--- src/rtl/adc_pkg.sv ---
// rtl/adc_pkg.sv - shared constants for the ADC sequencer/averager
// Purpose: FSM state encodings, ADC sample width and default timing values
//          shared by adc_sample_avg and adc_period_tick.
// Ports:   none (package).
package adc_pkg;

   localparam int ADC_W             = 8;
   localparam int DEF_SAMPLE_PERIOD = 1000;
   localparam int DEF_TIMEOUT       = 16;

   localparam logic [1:0] ST_IDLE      = 2'd0;
   localparam logic [1:0] ST_WAIT_LOW  = 2'd1;
   localparam logic [1:0] ST_WAIT_HIGH = 2'd2;

endpackage

--- src/rtl/adc_period_tick.sv ---
// rtl/adc_period_tick.sv - free-running conversion period counter
// Purpose: counts 0..SAMPLE_PERIOD-1 while enabled and flags the last count.
// Ports:   clk, rst    - clock, synchronous active-high reset
//          enable      - count when 1; no tick is produced when 0
//          clear       - force the counter back to 0 (held off while a
//                        conversion is still in flight)
//          tick        - high for the cycle at count SAMPLE_PERIOD-1
module adc_period_tick
   import adc_pkg::*;
#(
   parameter int SAMPLE_PERIOD = DEF_SAMPLE_PERIOD
) (
   input  logic clk,
   input  logic rst,
   input  logic enable,
   input  logic clear,
   output logic tick
);

   localparam int                 CNT_W = (SAMPLE_PERIOD > 1) ? $clog2(SAMPLE_PERIOD) : 1;
   localparam logic [CNT_W-1:0]   LAST  = CNT_W'(SAMPLE_PERIOD - 1);

   logic [CNT_W-1:0] cnt_q, cnt_d;

   always_comb begin
      cnt_d = cnt_q;
      if (clear) begin
         cnt_d = '0;
      end else if (enable) begin
         cnt_d = (cnt_q == LAST) ? '0 : cnt_q + 1'b1;
      end
   end

   always_ff @(posedge clk) begin
      if (rst) begin
         cnt_q <= '0;
      end else begin
         cnt_q <= cnt_d;
      end
   end

   assign tick = enable && (cnt_q == LAST);

endmodule

--- src/rtl/adc_sample_avg.sv ---
// rtl/adc_sample_avg.sv - SPI ADC conversion sequencer and 2^LOG2_N averager
// Purpose: requests a conversion every SAMPLE_PERIOD clocks, captures the
//          result on the cs_n rising edge, and emits the truncated mean of
//          every 2^LOG2_N samples with a one-cycle strobe.
// Build option: define ADC_AVG_MINMAX_EN to add per-window min/max outputs.
// Ports:   clk, rst        - clock, synchronous active-high reset
//          enable          - run sampling when 1
//          cs_n, adc_data  - chip select and shifted result from SPI master
//          start           - one-cycle conversion request to SPI master
//          avg_data        - last window mean, avg_valid strobes on update
//          busy            - FSM not idle
//          overrun         - sticky: a period tick arrived while not idle
//          timeout_err     - sticky: cs_n did not fall within TIMEOUT
//          min_data, max_data - window extremes (ADC_AVG_MINMAX_EN only)
module adc_sample_avg
   import adc_pkg::*;
#(
   parameter int SAMPLE_PERIOD = DEF_SAMPLE_PERIOD,
   parameter int LOG2_N        = 2,
   parameter int TIMEOUT       = DEF_TIMEOUT
) (
   input  logic             clk,
   input  logic             rst,
   input  logic             enable,
   input  logic             cs_n,
   input  logic [ADC_W-1:0] adc_data,
   output logic             start,
   output logic [ADC_W-1:0] avg_data,
   output logic             avg_valid,
   output logic             busy,
   output logic             overrun,
`ifdef ADC_AVG_MINMAX_EN
   output logic [ADC_W-1:0] min_data,
   output logic [ADC_W-1:0] max_data,
`endif
   output logic             timeout_err
);

   // The accumulator is wide enough for 2^LOG2_N full-scale samples.
   localparam int               ACC_W    = ADC_W + LOG2_N;
   localparam int               SMP_W    = LOG2_N + 1;
   localparam int               TO_W     = $clog2(TIMEOUT + 1);
   localparam logic [SMP_W-1:0] SMP_LAST = SMP_W'((1 << LOG2_N) - 1);
   localparam logic [TO_W-1:0]  TO_LAST  = TO_W'(TIMEOUT - 1);

   logic [1:0]       state_q, state_d;
   logic             cs_prev_q, cs_prev_d;
   logic [TO_W-1:0]  to_cnt_q, to_cnt_d;
   logic [ACC_W-1:0] acc_q, acc_d;
   logic [SMP_W-1:0] smp_cnt_q, smp_cnt_d;
   logic [ADC_W-1:0] avg_data_q, avg_data_d;
   logic             avg_valid_q, avg_valid_d;
   logic             overrun_q, overrun_d;
   logic             timeout_err_q, timeout_err_d;
`ifdef ADC_AVG_MINMAX_EN
   logic [ADC_W-1:0] min_win_q, min_win_d, max_win_q, max_win_d;
   logic [ADC_W-1:0] min_data_q, min_data_d, max_data_q, max_data_d;
   logic [ADC_W-1:0] min_nx, max_nx;
`endif

   logic             idle;
   logic             tick;
   logic             cap_edge;
   logic [ACC_W-1:0] sum;

   assign idle     = (state_q == ST_IDLE);
   assign cap_edge = cs_n && !cs_prev_q;

   // The counter is only cleared once any in-flight conversion has finished.
   adc_period_tick #(
      .SAMPLE_PERIOD (SAMPLE_PERIOD)
   ) u_tick (
      .clk    (clk),
      .rst    (rst),
      .enable (enable),
      .clear  (!enable && idle),
      .tick   (tick)
   );

   always_comb begin
      state_d       = state_q;
      cs_prev_d     = cs_n;
      to_cnt_d      = to_cnt_q;
      acc_d         = acc_q;
      smp_cnt_d     = smp_cnt_q;
      avg_data_d    = avg_data_q;
      avg_valid_d   = 1'b0;
      overrun_d     = overrun_q;
      timeout_err_d = timeout_err_q;
      start         = 1'b0;
      sum           = acc_q + ACC_W'(adc_data);
`ifdef ADC_AVG_MINMAX_EN
      min_win_d  = min_win_q;
      max_win_d  = max_win_q;
      min_data_d = min_data_q;
      max_data_d = max_data_q;
      min_nx     = (adc_data < min_win_q) ? adc_data : min_win_q;
      max_nx     = (adc_data > max_win_q) ? adc_data : max_win_q;
`endif

      case (state_q)
         ST_IDLE: begin
            if (tick) begin
               start    = 1'b1;
               state_d  = ST_WAIT_LOW;
               to_cnt_d = TO_W'(1);   // counts clocks since start
            end
         end
         ST_WAIT_LOW: begin
            if (!cs_n) begin
               state_d = ST_WAIT_HIGH;
            end else if (to_cnt_q == TO_LAST) begin
               timeout_err_d = 1'b1;
               state_d       = ST_IDLE;
            end else begin
               to_cnt_d = to_cnt_q + 1'b1;
            end
         end
         ST_WAIT_HIGH: begin
            if (cap_edge) begin
               state_d = ST_IDLE;
               // A conversion finishing after enable dropped is discarded.
               if (enable) begin
                  if (smp_cnt_q == SMP_LAST) begin
                     avg_data_d  = ADC_W'(sum >> LOG2_N);
                     avg_valid_d = 1'b1;
                     acc_d       = '0;
                     smp_cnt_d   = '0;
`ifdef ADC_AVG_MINMAX_EN
                     min_data_d = min_nx;
                     max_data_d = max_nx;
                     min_win_d  = '1;
                     max_win_d  = '0;
`endif
                  end else begin
                     acc_d     = sum;
                     smp_cnt_d = smp_cnt_q + 1'b1;
`ifdef ADC_AVG_MINMAX_EN
                     min_win_d = min_nx;
                     max_win_d = max_nx;
`endif
                  end
               end
            end
         end
         default: state_d = ST_IDLE;
      endcase

      // Ticks outside IDLE (including one coinciding with capture) are dropped.
      if (tick && !idle) begin
         overrun_d = 1'b1;
      end

      if (!enable && idle) begin
         acc_d         = '0;
         smp_cnt_d     = '0;
         overrun_d     = 1'b0;
         timeout_err_d = 1'b0;
`ifdef ADC_AVG_MINMAX_EN
         min_win_d = '1;
         max_win_d = '0;
`endif
      end
   end

   always_ff @(posedge clk) begin
      if (rst) begin
         state_q       <= ST_IDLE;
         cs_prev_q     <= 1'b1;
         to_cnt_q      <= '0;
         acc_q         <= '0;
         smp_cnt_q     <= '0;
         avg_data_q    <= '0;
         avg_valid_q   <= 1'b0;
         overrun_q     <= 1'b0;
         timeout_err_q <= 1'b0;
`ifdef ADC_AVG_MINMAX_EN
         min_win_q  <= '1;
         max_win_q  <= '0;
         min_data_q <= '0;
         max_data_q <= '0;
`endif
      end else begin
         state_q       <= state_d;
         cs_prev_q     <= cs_prev_d;
         to_cnt_q      <= to_cnt_d;
         acc_q         <= acc_d;
         smp_cnt_q     <= smp_cnt_d;
         avg_data_q    <= avg_data_d;
         avg_valid_q   <= avg_valid_d;
         overrun_q     <= overrun_d;
         timeout_err_q <= timeout_err_d;
`ifdef ADC_AVG_MINMAX_EN
         min_win_q  <= min_win_d;
         max_win_q  <= max_win_d;
         min_data_q <= min_data_d;
         max_data_q <= max_data_d;
`endif
      end
   end

   assign avg_data    = avg_data_q;
   assign avg_valid   = avg_valid_q;
   assign busy        = !idle;
   assign overrun     = overrun_q;
   assign timeout_err = timeout_err_q;
`ifdef ADC_AVG_MINMAX_EN
   assign min_data    = min_data_q;
   assign max_data    = max_data_q;
`endif

endmodule

--- config.mk ---
export PLATFORM = sky130hd
export DESIGN_NAME = adc_sample_avg
export DESIGN_NICKNAME = d
export VERILOG_FILES = /design/src/rtl/adc_pkg.sv /design/src/rtl/adc_period_tick.sv /design/src/rtl/adc_sample_avg.sv
export SDC_FILE = /design/constraint.sdc
export NUM_CORES = 1
export LEC_CHECK = 0
export CELL_PAD_IN_SITES_DETAIL_PLACEMENT = 2
export CELL_PAD_IN_SITES_GLOBAL_PLACEMENT = 2
export CORE_ASPECT_RATIO = 1.5
export CORE_MARGIN = 2
export CORE_UTILIZATION = 25
export CTS_CLUSTER_SIZE = 12
export DETAILED_ROUTE_END_ITERATION = 8
export PLACE_DENSITY_LB_ADDON = 0.05
export SYNTH_ARGS = -nofsm -noshare
export SYNTH_HDL_FRONTEND = slang
export SYNTH_SLANG_ARGS = --single-unit
--- constraint.sdc ---
create_clock -name clk -period 5.2 [get_ports clk]
set_clock_uncertainty 0.2 [all_clocks]
set_input_delay 0.52 -clock clk [delete_from_list [all_inputs] [get_ports clk]]
set_output_delay 0.52 -clock clk [all_outputs]
set_load 0.005 [all_outputs]
==> impl_results.rst, run 1 <==
.. list-table::
   :header-rows: 1

   * - Metric
     - Value
   * - Global-route congestion overflow total
     - 0
   * - Finished layout cell area
     - 2621 sq um
   * - Share of async-settable or async-resettable flops after synthesis
     - 0
   * - Final RePlAce weighted congestion
     - 0.6995
   * - Starting density of the core
     - 0.2562
   * - Max VDD drop
     - 0.0001128 V
   * - Maximum net fanout on the critical path
     - 5
   * - Fmax
     - 314.5 MHz
   * - Mapped Avg Cell Area
     - 8.963 sq um
   * - Max-cap violations
     - 0
   * - Total negative slack
     - 0 ns
   * - Instance area after placement
     - 2474 sq um
   * - Critical path data required time
     - 4.48 ns
   * - Post-CTS Setup Inserts
     - 0
   * - Syn. warnings
     - 0
   * - Placement Rows
     - 41
   * - Setup repair after global routing missed its margin
     - no
   * - Highest-count cells in the layout ignoring fill and taps
     - 42 x dfxtp_1, 30 x nor2_1, 24 x clkdlybuf4s50_1, 18 x nand2_1, 18 x a21oi_1
   * - Total via count in the routed design
     - 1,790
   * - Initial DRC Count
     - 42
   * - Total DRC errors in the routed layout
     - 0
   * - Total setup violations reported at the end of the flow
     - 0
   * - Final total power
     - 682.5 uW
   * - Synth Net Count
     - 264
   * - Maximum buffer depth of the clock tree
     - 2
   * - Global-route wire length before repair
     - 9984 um
   * - Power density of the placed cells
     - 260.4 nW/um^2
   * - Vias per inst
     - 4.838
   * - Post-CTS Resized
     - 0
   * - GRT Total Usage
     - 0.1375
   * - Synth Flop Type
     - dfxtp_1
   * - I/O pin count
     - 25
   * - Unique masters post-synth
     - 51
   * - Area of the die
     - 9340 sq um
   * - Number of instances in the synthesized netlist
     - 239
   * - Number of synthesized flops with an enable pin
     - 0
   * - Arr. time, crit path
     - 2.46 ns
   * - Worst Slack Setup Final
     - 2.020 ns
   * - Antenna fix cells
     - 0
   * - Cts bufs inserted
     - 5
   * - Width of the die
     - 79.58 um
   * - Total number of H-tree levels
     - 2
   * - Routed length per placed instance
     - 15.58 um
   * - Core Area
     - 8362 sq um
   * - Post-synthesis register bit count
     - 42
   * - Post-DP HPWL
     - 4404 um
   * - Synth-to-layout area growth
     - 22.37%
   * - Number of nets in the layout
     - 287
   * - Final ANT Viol Nets
     - 0
   * - DRT Pass-1 Iters
     - 4
   * - Type of element capturing the critical path
     - primary output
   * - Kind of path behind the tightest hold check
     - flip-flop to flip-flop
   * - CTS sink count
     - 42
   * - Clock Root Buffer
     - clkbuf_16
   * - Maximum number of pins on one net before global-route repair
     - 28
   * - CTS clock-pin slew for the worst setup and hold paths
     - 0.06 ns
   * - Outcome
     - completed
   * - Share of the yosys chip area belonging to registers
     - 0.3925
   * - Hold bufs inserted after CTS
     - 0
   * - Part of the cycle the worst path needs
     - 0.6115
   * - Final Max Tran Viols
     - 0
   * - Max-slew headroom at the worst pin
     - 0.5955
   * - Clock insertion delay at the later pin of the skew report
     - 0.29 ns
   * - Share of final-layout standard cells stronger than drive strength 1
     - 0.09506
   * - Worst Setup Slack post-DPL
     - 2.183 ns
   * - Antenna violations before repair
     - 0
   * - Worst slew pin tran
     - 0.6045 ns
   * - Fin crit period
     - 3.180 ns
   * - Leading cell type in the layout, fill and taps excluded
     - dfxtp_1
   * - Netlist area before placement
     - 2142 sq um
   * - Post-Route WL
     - 5766 um
   * - P_leak
     - 0.9690 nW
   * - DIE HEIGHT
     - 117.4 um
   * - Clock tree from TritonCTS
     - built
   * - Final Hold Vio Count
     - 0
   * - Port Buffers
     - 24
   * - Number of global-route vias before repair
     - 2,003
   * - Worst setup path category
     - flip-flop to primary output
   * - Startpoint kind of the worst setup timing path
     - flip-flop
[layout make-up]
class	instances	area, sq um
timing repair buffer	25	247.7
fill	962	5741
inverter	7	26.28
tap	107	133.9
clock inverter	1	5.005
multi-input combinational	181	1225
clock buffer	7	142.6
sequential	42	840.8
[power by group]
part	internal (mW)	leakage [nW]	total (mW)	switching, mW
Sequential	0.323	0.339	0.324	0.00115
Combinational	0.0157	0.556	0.0353	0.0197
Clock	0.191	0.0739	0.323	0.132
[critical path, stage by stage, from the launching register on]
cell	delay, ns
dfxtp_1	0.41
ha_1	0.24
nand4b_1	0.16
nor3_1	0.41
nand2_1	0.15
nor2_1	0.26
clkdlybuf4s50_1	0.55
[path summary, 6_finish.rpt]
path	start	to	slack, ns	depth (start not counted)
worst max-delay path	u_tick.cnt_q[0]	start	2.02	6
worst min-delay path	smp_cnt_q[2]	smp_cnt_q[2]	0.25	2
worst max register to register	acc_q[0]	avg_data[6]	2.93	7
worst min register to register	smp_cnt_q[2]	smp_cnt_q[2]	0.25	2
[synth_stat cells, drive strengths merged, types with 4 or more instances]
cell	number	area, sq um
clkbuf	6	22.52
nand2b	4	25.02
nand4b	4	35.03
inv	7	26.28
nor2	31	123.9
a21oi	18	90.09
nor3	11	66.32
a31oi	4	25.02
ha	12	150.1
nand3b	4	30.03
nand3	11	60.06
xnor2	6	52.55
nand4	5	31.28
xor2	10	87.58
a22o	4	35.03
dfxtp	42	840.8
a211oi	4	35.03
nand2	19	78.82
[registers in the layout, summed over array words and instances (netlist names)]
register	flops
avg_data	8
timeout_err	1
to_cnt_q	5
state_q	2
smp_cnt_q	3
overrun	1
u_tick.cnt_q	10
cs_prev_q	1
acc_q	10
avg_valid	1
[per-stage QoR]
| stage | std cells | util | hold slack, ns |
|---|---|---|---|
| floorplan | 239 | - | 0.2156 |
| global route | 370 | 0.3135 | 0.2831 |
| finish | 370 | 0.3135 | 0.2480 |
| CTS | 370 | 0.3135 | 0.2520 |
| detailed placement | 362 | 0.2958 | 0.2461 |
| global placement | 362 | 0.2958 | 0.2352 |
[logic make-up (layout without fill, tap and decap cells)]
family / count (synthesis) / in the layout / synth area share
XOR/XNOR: 16 / 16 / 0.06542
flip-flops: 42 / 42 / 0.3925
buffers and inverters: 16 / 40 / 0.03563
multiplexers: 2 / 2 / 0.009346
AO/OA/AOI/OAI: 41 / 41 / 0.1314
AND/OR/NAND/NOR: 109 / 109 / 0.2862
adder cells (fa/ha/maj): 13 / 13 / 0.07944
[metal layers]
metal / vias to the layer above / part of all wire / GRT usage / wire [um]
li1: 887 / - / - / -
met1: 879 / 0.42 / 0.1559 / 2418
met2: 18 / 0.54 / 0.2495 / 3133
met3: 6 / 0.021 / 0.02769 / 121
met4: 0 / 0.016 / 0.04526 / 92
met5: - / 0 / 0 / 0
Power figures use the tool's default switching activity.
==> run 2, diff against run 1 <==
Clock period 5.2 ns to 3 ns, I/O delays scaled along.
==> run 2 against run 1 <==
Against the previous run: worst hold slack worse by 0.0016 ns; cell count increased by 1.6%; die area unchanged; non-clock buffer count up 6; worst setup slack lost 1.8 ns; critical path type unchanged; largest power group is now clock; critical endpoint unchanged; largest cell class unchanged; highest routed layer unchanged; sequential power rose by 73%; combinational power grew 83%.
==> impl_results.rst, run 2 (synthesized netlist as in run 1, its figures left out) <==
.. list-table::
   :header-rows: 1

   * - Metric
     - Value
   * - Number of placed instances, taps included
     - 368
   * - Total setup violations reported at the end of the flow
     - 0
   * - Max-cap violations
     - 0
   * - Clock insertion delay at the later pin of the skew report
     - 0.29 ns
   * - Global-route congestion overflow total
     - 0
   * - Finished layout cell area
     - 2673 sq um
   * - Clock Root Buffer
     - clkbuf_16
   * - Fmax
     - 366.2 MHz
   * - P_leak
     - 0.9985 nW
   * - Type of element capturing the critical path
     - primary output
   * - Width of the die
     - 79.58 um
   * - Initial DRC Count
     - 34
   * - Instance area after placement
     - 2519 sq um
   * - Arr. time, crit path
     - 2.23 ns
   * - Post-CTS Setup Inserts
     - 0
   * - Core Area
     - 8362 sq um
   * - Antenna violations before repair
     - 0
   * - DIE HEIGHT
     - 117.4 um
   * - Max-slew headroom at the worst pin
     - 0.6997
   * - Worst slew pin tran
     - 0.4477 ns
   * - Final Hold Vio Count
     - 0
   * - Worst Setup Slack post-DPL
     - 0.2873 ns
   * - Number of nets in the layout
     - 293
   * - Worst hold start
     - smp_cnt_q[2]
   * - Final RePlAce weighted congestion
     - 0.7100
   * - CTS clock-pin slew for the worst setup and hold paths
     - 0.06 ns
   * - Highest-count cells in the layout ignoring fill and taps
     - 42 x dfxtp_1, 29 x nor2_1, 24 x clkdlybuf4s50_1, 18 x nand2_1, 18 x a21oi_1
   * - M1 WL
     - 2432 um
   * - Critical path data required time
     - 2.50 ns
   * - Vias per inst
     - 4.899
   * - Clock tree from TritonCTS
     - built
   * - Maximum net fanout on the critical path
     - 5
   * - Startpoint kind of the worst setup timing path
     - flip-flop
   * - Fin crit period
     - 2.731 ns
   * - Final ANT Viol Nets
     - 0
   * - Starting density of the core
     - 0.2562
   * - Worst Slack Setup Final
     - 0.2689 ns
   * - CTS sink count
     - 42
   * - Placement Rows
     - 41
   * - Share of final-layout standard cells stronger than drive strength 1
     - 0.1227
   * - Start point of the critical path
     - u_tick.cnt_q[0]
   * - Post-Route WL
     - 5907 um
   * - Cts bufs inserted
     - 5
   * - GRT Total Usage
     - 0.1381
   * - Met2 routed wirelength
     - 3245 um
   * - Port Buffers
     - 24
   * - Power density of the placed cells
     - 448.0 nW/um^2
   * - Fill cells
     - 945
   * - Leading cell type in the layout, fill and taps excluded
     - dfxtp_1
   * - Max VDD drop
     - 0.0002112 V
   * - Routed length per placed instance
     - 15.71 um
   * - Synth-to-layout area growth
     - 24.77%
   * - Post-DP HPWL
     - 4570 um
   * - Post-CTS Resized
     - 0
   * - Total via count in the routed design
     - 1,842
   * - Total DRC errors in the routed layout
     - 0
   * - Area of the die
     - 9340 sq um
   * - Topmost layer with routed signal wires
     - met4
   * - Global-route wire length before repair
     - 10,100 um
   * - Setup repair after global routing missed its margin
     - no
   * - Maximum buffer depth of the clock tree
     - 2
   * - Number of global-route vias before repair
     - 2,029
   * - Layout Cells excl Fill
     - 376
   * - Worst setup path category
     - flip-flop to primary output
   * - Final Max Tran Viols
     - 0
   * - Outcome
     - completed
   * - Hold bufs inserted after CTS
     - 0
   * - Met3 Routed Length
     - 131 um
   * - Kind of path behind the tightest hold check
     - flip-flop to flip-flop
   * - Total negative slack
     - 0 ns
   * - DRT Pass-1 Iters
     - 6
   * - Source of the worst register-to-register timing path
     - acc_q[0]
   * - Total number of H-tree levels
     - 2
   * - I/O pin count
     - 25
   * - Part of the cycle the worst path needs
     - 0.9104
   * - Maximum number of pins on one net before global-route repair
     - 27
   * - Antenna fix cells
     - 0
run 2: cell types whose count changed in the layout (fill, tap and decap cells not counted):
cell        previous run  this run
nor2_2                 0         1
clkinvlp_4             0         1
buf_4                  1         7
nor2_1                30        29
clkbuf_1               1         0
run 2: critical path: stages, from the launching register on:
cell             delay, ns
dfxtp_1               0.41
ha_1                  0.24
nand4b_1              0.16
nor3_1                0.25
nand2_1               0.15
nor2_2                0.20
clkdlybuf4s50_1       0.54
run 2: report_power, final:
| group | switching, mW | internal [mW] |
|---|---|---|
| combinational | 0.0350 | 0.0295 |
| sequential | 0.00220 | 0.560 |
| clock | 0.241 | 0.330 |
run 2: cell type report:
| cell class | count | area (sq um) | area share |
|---|---|---|---|
| repair buffers | 31 | 292.8 | 0.1096 |
| multi-input cells | 181 | 1227 | 0.4593 |
| well taps | 107 | 133.9 | 0.05009 |
| flip-flops and latches | 42 | 840.8 | 0.3146 |
| clock buffers | 6 | 138.9 | 0.05197 |
| clock inverters | 2 | 12.51 | 0.004682 |
| inverters | 7 | 26.28 | 0.009831 |
run 2: layer usage:
layer	up-vias	track usage
met4	0	0.04849
met2	24	0.2532
met5	-	0
met1	901	0.1525
met3	6	0.02846
li1	911	-
run 2: path summary, 6_finish.rpt:
path / end / slack (ns) / cells after the start
worst max-delay path: start / 0.27 / 6
worst min-delay path: smp_cnt_q[2] / 0.25 / 2
worst max register to register: acc_q[8] / 0.78 / 8
worst min register to register: smp_cnt_q[2] / 0.25 / 2
run 2: per-stage QoR:
stage,hold slack (ns),util,power (mW)
floorplan,0.2066,-,0.6092
global placement,0.2304,0.3012,0.6407
detailed placement,0.2429,0.3012,0.6407
CTS,0.2519,0.3193,1.224
global route,0.2729,0.3196,1.244
finish,0.2464,0.3196,1.197
==> run 3, diff against run 2 <==
--- a/constraint.sdc
+++ b/constraint.sdc
@@ -4,2 +4,2 @@
 set_output_delay 0.3 -clock clk [all_outputs]
-set_load 0.005 [all_outputs]
+set_load 0.02 [all_outputs]
==> run 3 against run 2 <==
Against the previous run: worst hold slack gained 0.0029 ns; clock-buffer cell count is the same; critical path depth is the same; non-clock buffer count shrank 3; largest cell class unchanged; largest power group is now sequential cells.
==> impl_results.rst, run 3 (synthesized netlist as in run 1, its figures left out) <==
.. list-table::
   :header-rows: 1

   * - Metric
     - Value
   * - Outcome
     - completed
   * - Power density of the placed cells
     - 445.5 nW/um^2
   * - Vias per inst
     - 4.882
   * - Post-CTS Resized
     - 0
   * - Fmax
     - 403.8 MHz
   * - CTS sink count
     - 42
   * - Final total power
     - 1.177 mW
   * - Area of the die
     - 9340 sq um
   * - Worst slew pin tran
     - 0.4221 ns
   * - Layout Cells excl Fill
     - 373
   * - Final ANT Viol Nets
     - 0
   * - Port Buffers
     - 24
   * - Width of the die
     - 79.58 um
   * - Part of the cycle the worst path needs
     - 0.8255
   * - Core Area
     - 8362 sq um
   * - Clock insertion delay at the later pin of the skew report
     - 0.29 ns
   * - Total DRC errors in the routed layout
     - 0
   * - Synth-to-layout area growth
     - 23.31%
   * - Final RePlAce weighted congestion
     - 0.7062
   * - Total via count in the routed design
     - 1,821
   * - Leading cell type in the layout, fill and taps excluded
     - dfxtp_1
   * - Share of final-layout standard cells stronger than drive strength 1
     - 0.1053
   * - Placement Rows
     - 41
   * - CTS clock-pin slew for the worst setup and hold paths
     - 0.06 ns
   * - Startpoint kind of the worst setup timing path
     - flip-flop
   * - Number of global-route vias before repair
     - 1,976
   * - Post-DP HPWL
     - 4527 um
   * - Clock Root Buffer
     - clkbuf_16
   * - Global-route track usage on met1
     - 0.1574
   * - Highest-count cells in the layout ignoring fill and taps
     - 42 x dfxtp_1, 30 x nor2_1, 23 x clkdlybuf4s50_1, 18 x nand2_1, 18 x a21oi_1
   * - Post-Route Utilization
     - 0.3159
   * - Max VDD drop
     - 0.0002364 V
   * - Antenna violations before repair
     - 0
   * - P_leak
     - 1.000 nW
   * - Antenna fix cells
     - 0
   * - Most utilized layer in the global route result
     - met2
   * - Final Max Tran Viols
     - 0
   * - Type of element capturing the critical path
     - primary output
   * - Met3 layer usage reported by global route
     - 0.02692
   * - Max-cap violations
     - 0
   * - Setup repair after global routing missed its margin
     - no
   * - Global-route wire length before repair
     - 10,130 um
   * - Met2 Track Usage GR
     - 0.2532
   * - Post-Route WL
     - 5950 um
   * - Number of placed instances, taps included
     - 365
   * - Cts bufs inserted
     - 5
   * - DRT Pass-1 Iters
     - 4
   * - Total number of H-tree levels
     - 2
   * - Global-route congestion overflow total
     - 0
   * - Starting density of the core
     - 0.2562
   * - Final Hold Vio Count
     - 0
   * - Total negative slack
     - 0 ns
   * - Post-CTS Setup Inserts
     - 0
   * - Kind of path behind the tightest hold check
     - flip-flop to flip-flop
   * - Maximum net fanout on the critical path
     - 5
   * - DIE HEIGHT
     - 117.4 um
   * - Routed length per placed instance
     - 15.95 um
   * - Maximum number of pins on one net before global-route repair
     - 27
   * - Maximum buffer depth of the clock tree
     - 2
   * - Clock tree from TritonCTS
     - built
   * - Fill cells
     - 930
   * - Hold bufs inserted after CTS
     - 0
   * - GRT Total Usage
     - 0.1405
   * - Critical path data required time
     - 2.50 ns
   * - Number of nets in the layout
     - 290
   * - Max-slew headroom at the worst pin
     - 0.7174
   * - Worst setup path category
     - flip-flop to primary output
   * - Arr. time, crit path
     - 1.98 ns
   * - I/O pin count
     - 25
   * - Initial DRC Count
     - 38
   * - Fin crit period
     - 2.477 ns
   * - Total setup violations reported at the end of the flow
     - 0
[run 3: final timing paths]
kind	from	endpoint	slack [ns]	cells after the start
hold / removal	smp_cnt_q[2]	smp_cnt_q[2]	0.25	2
setup / recovery	u_tick.cnt_q[0]	start	0.52	6
setup reg to reg	acc_q[0]	avg_data[6]	0.74	7
hold reg to reg	smp_cnt_q[2]	smp_cnt_q[2]	0.25	2
[run 3: final cells by class]
type / instances / area [sq um] / area share
Tap cell: 107 / 133.9 / 0.05069
Clock inverter: 2 / 13.76 / 0.005211
Clock buffer: 6 / 128.9 / 0.04879
Inverter: 7 / 26.28 / 0.009948
Sequential cell: 42 / 840.8 / 0.3183
Multi-Input combinational cell: 181 / 1225 / 0.4638
Timing Repair Buffer: 28 / 272.8 / 0.1033
[run 3: per-layer routing]
layer  vias up  wire, um
met2        19      3237
li1        903         -
met1       891      2454
met5         -         0
met3         8       128
met4         0       130
[run 3: stage by stage]
step                      cell area, sq um  hold slack, ns  setup slack, ns
after detailed placement              2496          0.2545           0.2879
final                                 2641          0.2493           0.5234
after floorplan                       2142          0.2066           0.9559
after global routing                  2641          0.2690           0.3256
after CTS                             2639          0.2633          0.07250
after global placement                2496          0.2270           0.3412
[run 3: critical path, cell delays in order, from the launching register on]
cell and delay (ns):
dfxtp_1 0.41, ha_1 0.23, nand4b_1 0.16, nor3_1 0.25, nand2_1 0.13, nor2_1 0.24, dlymetal6s2s_1 0.27
[run 3: power breakdown]
group          internal, mW  total, mW  switching [mW]
logic                0.0289     0.0635          0.0346
clock network         0.309      0.551           0.242
registers             0.560      0.562         0.00203
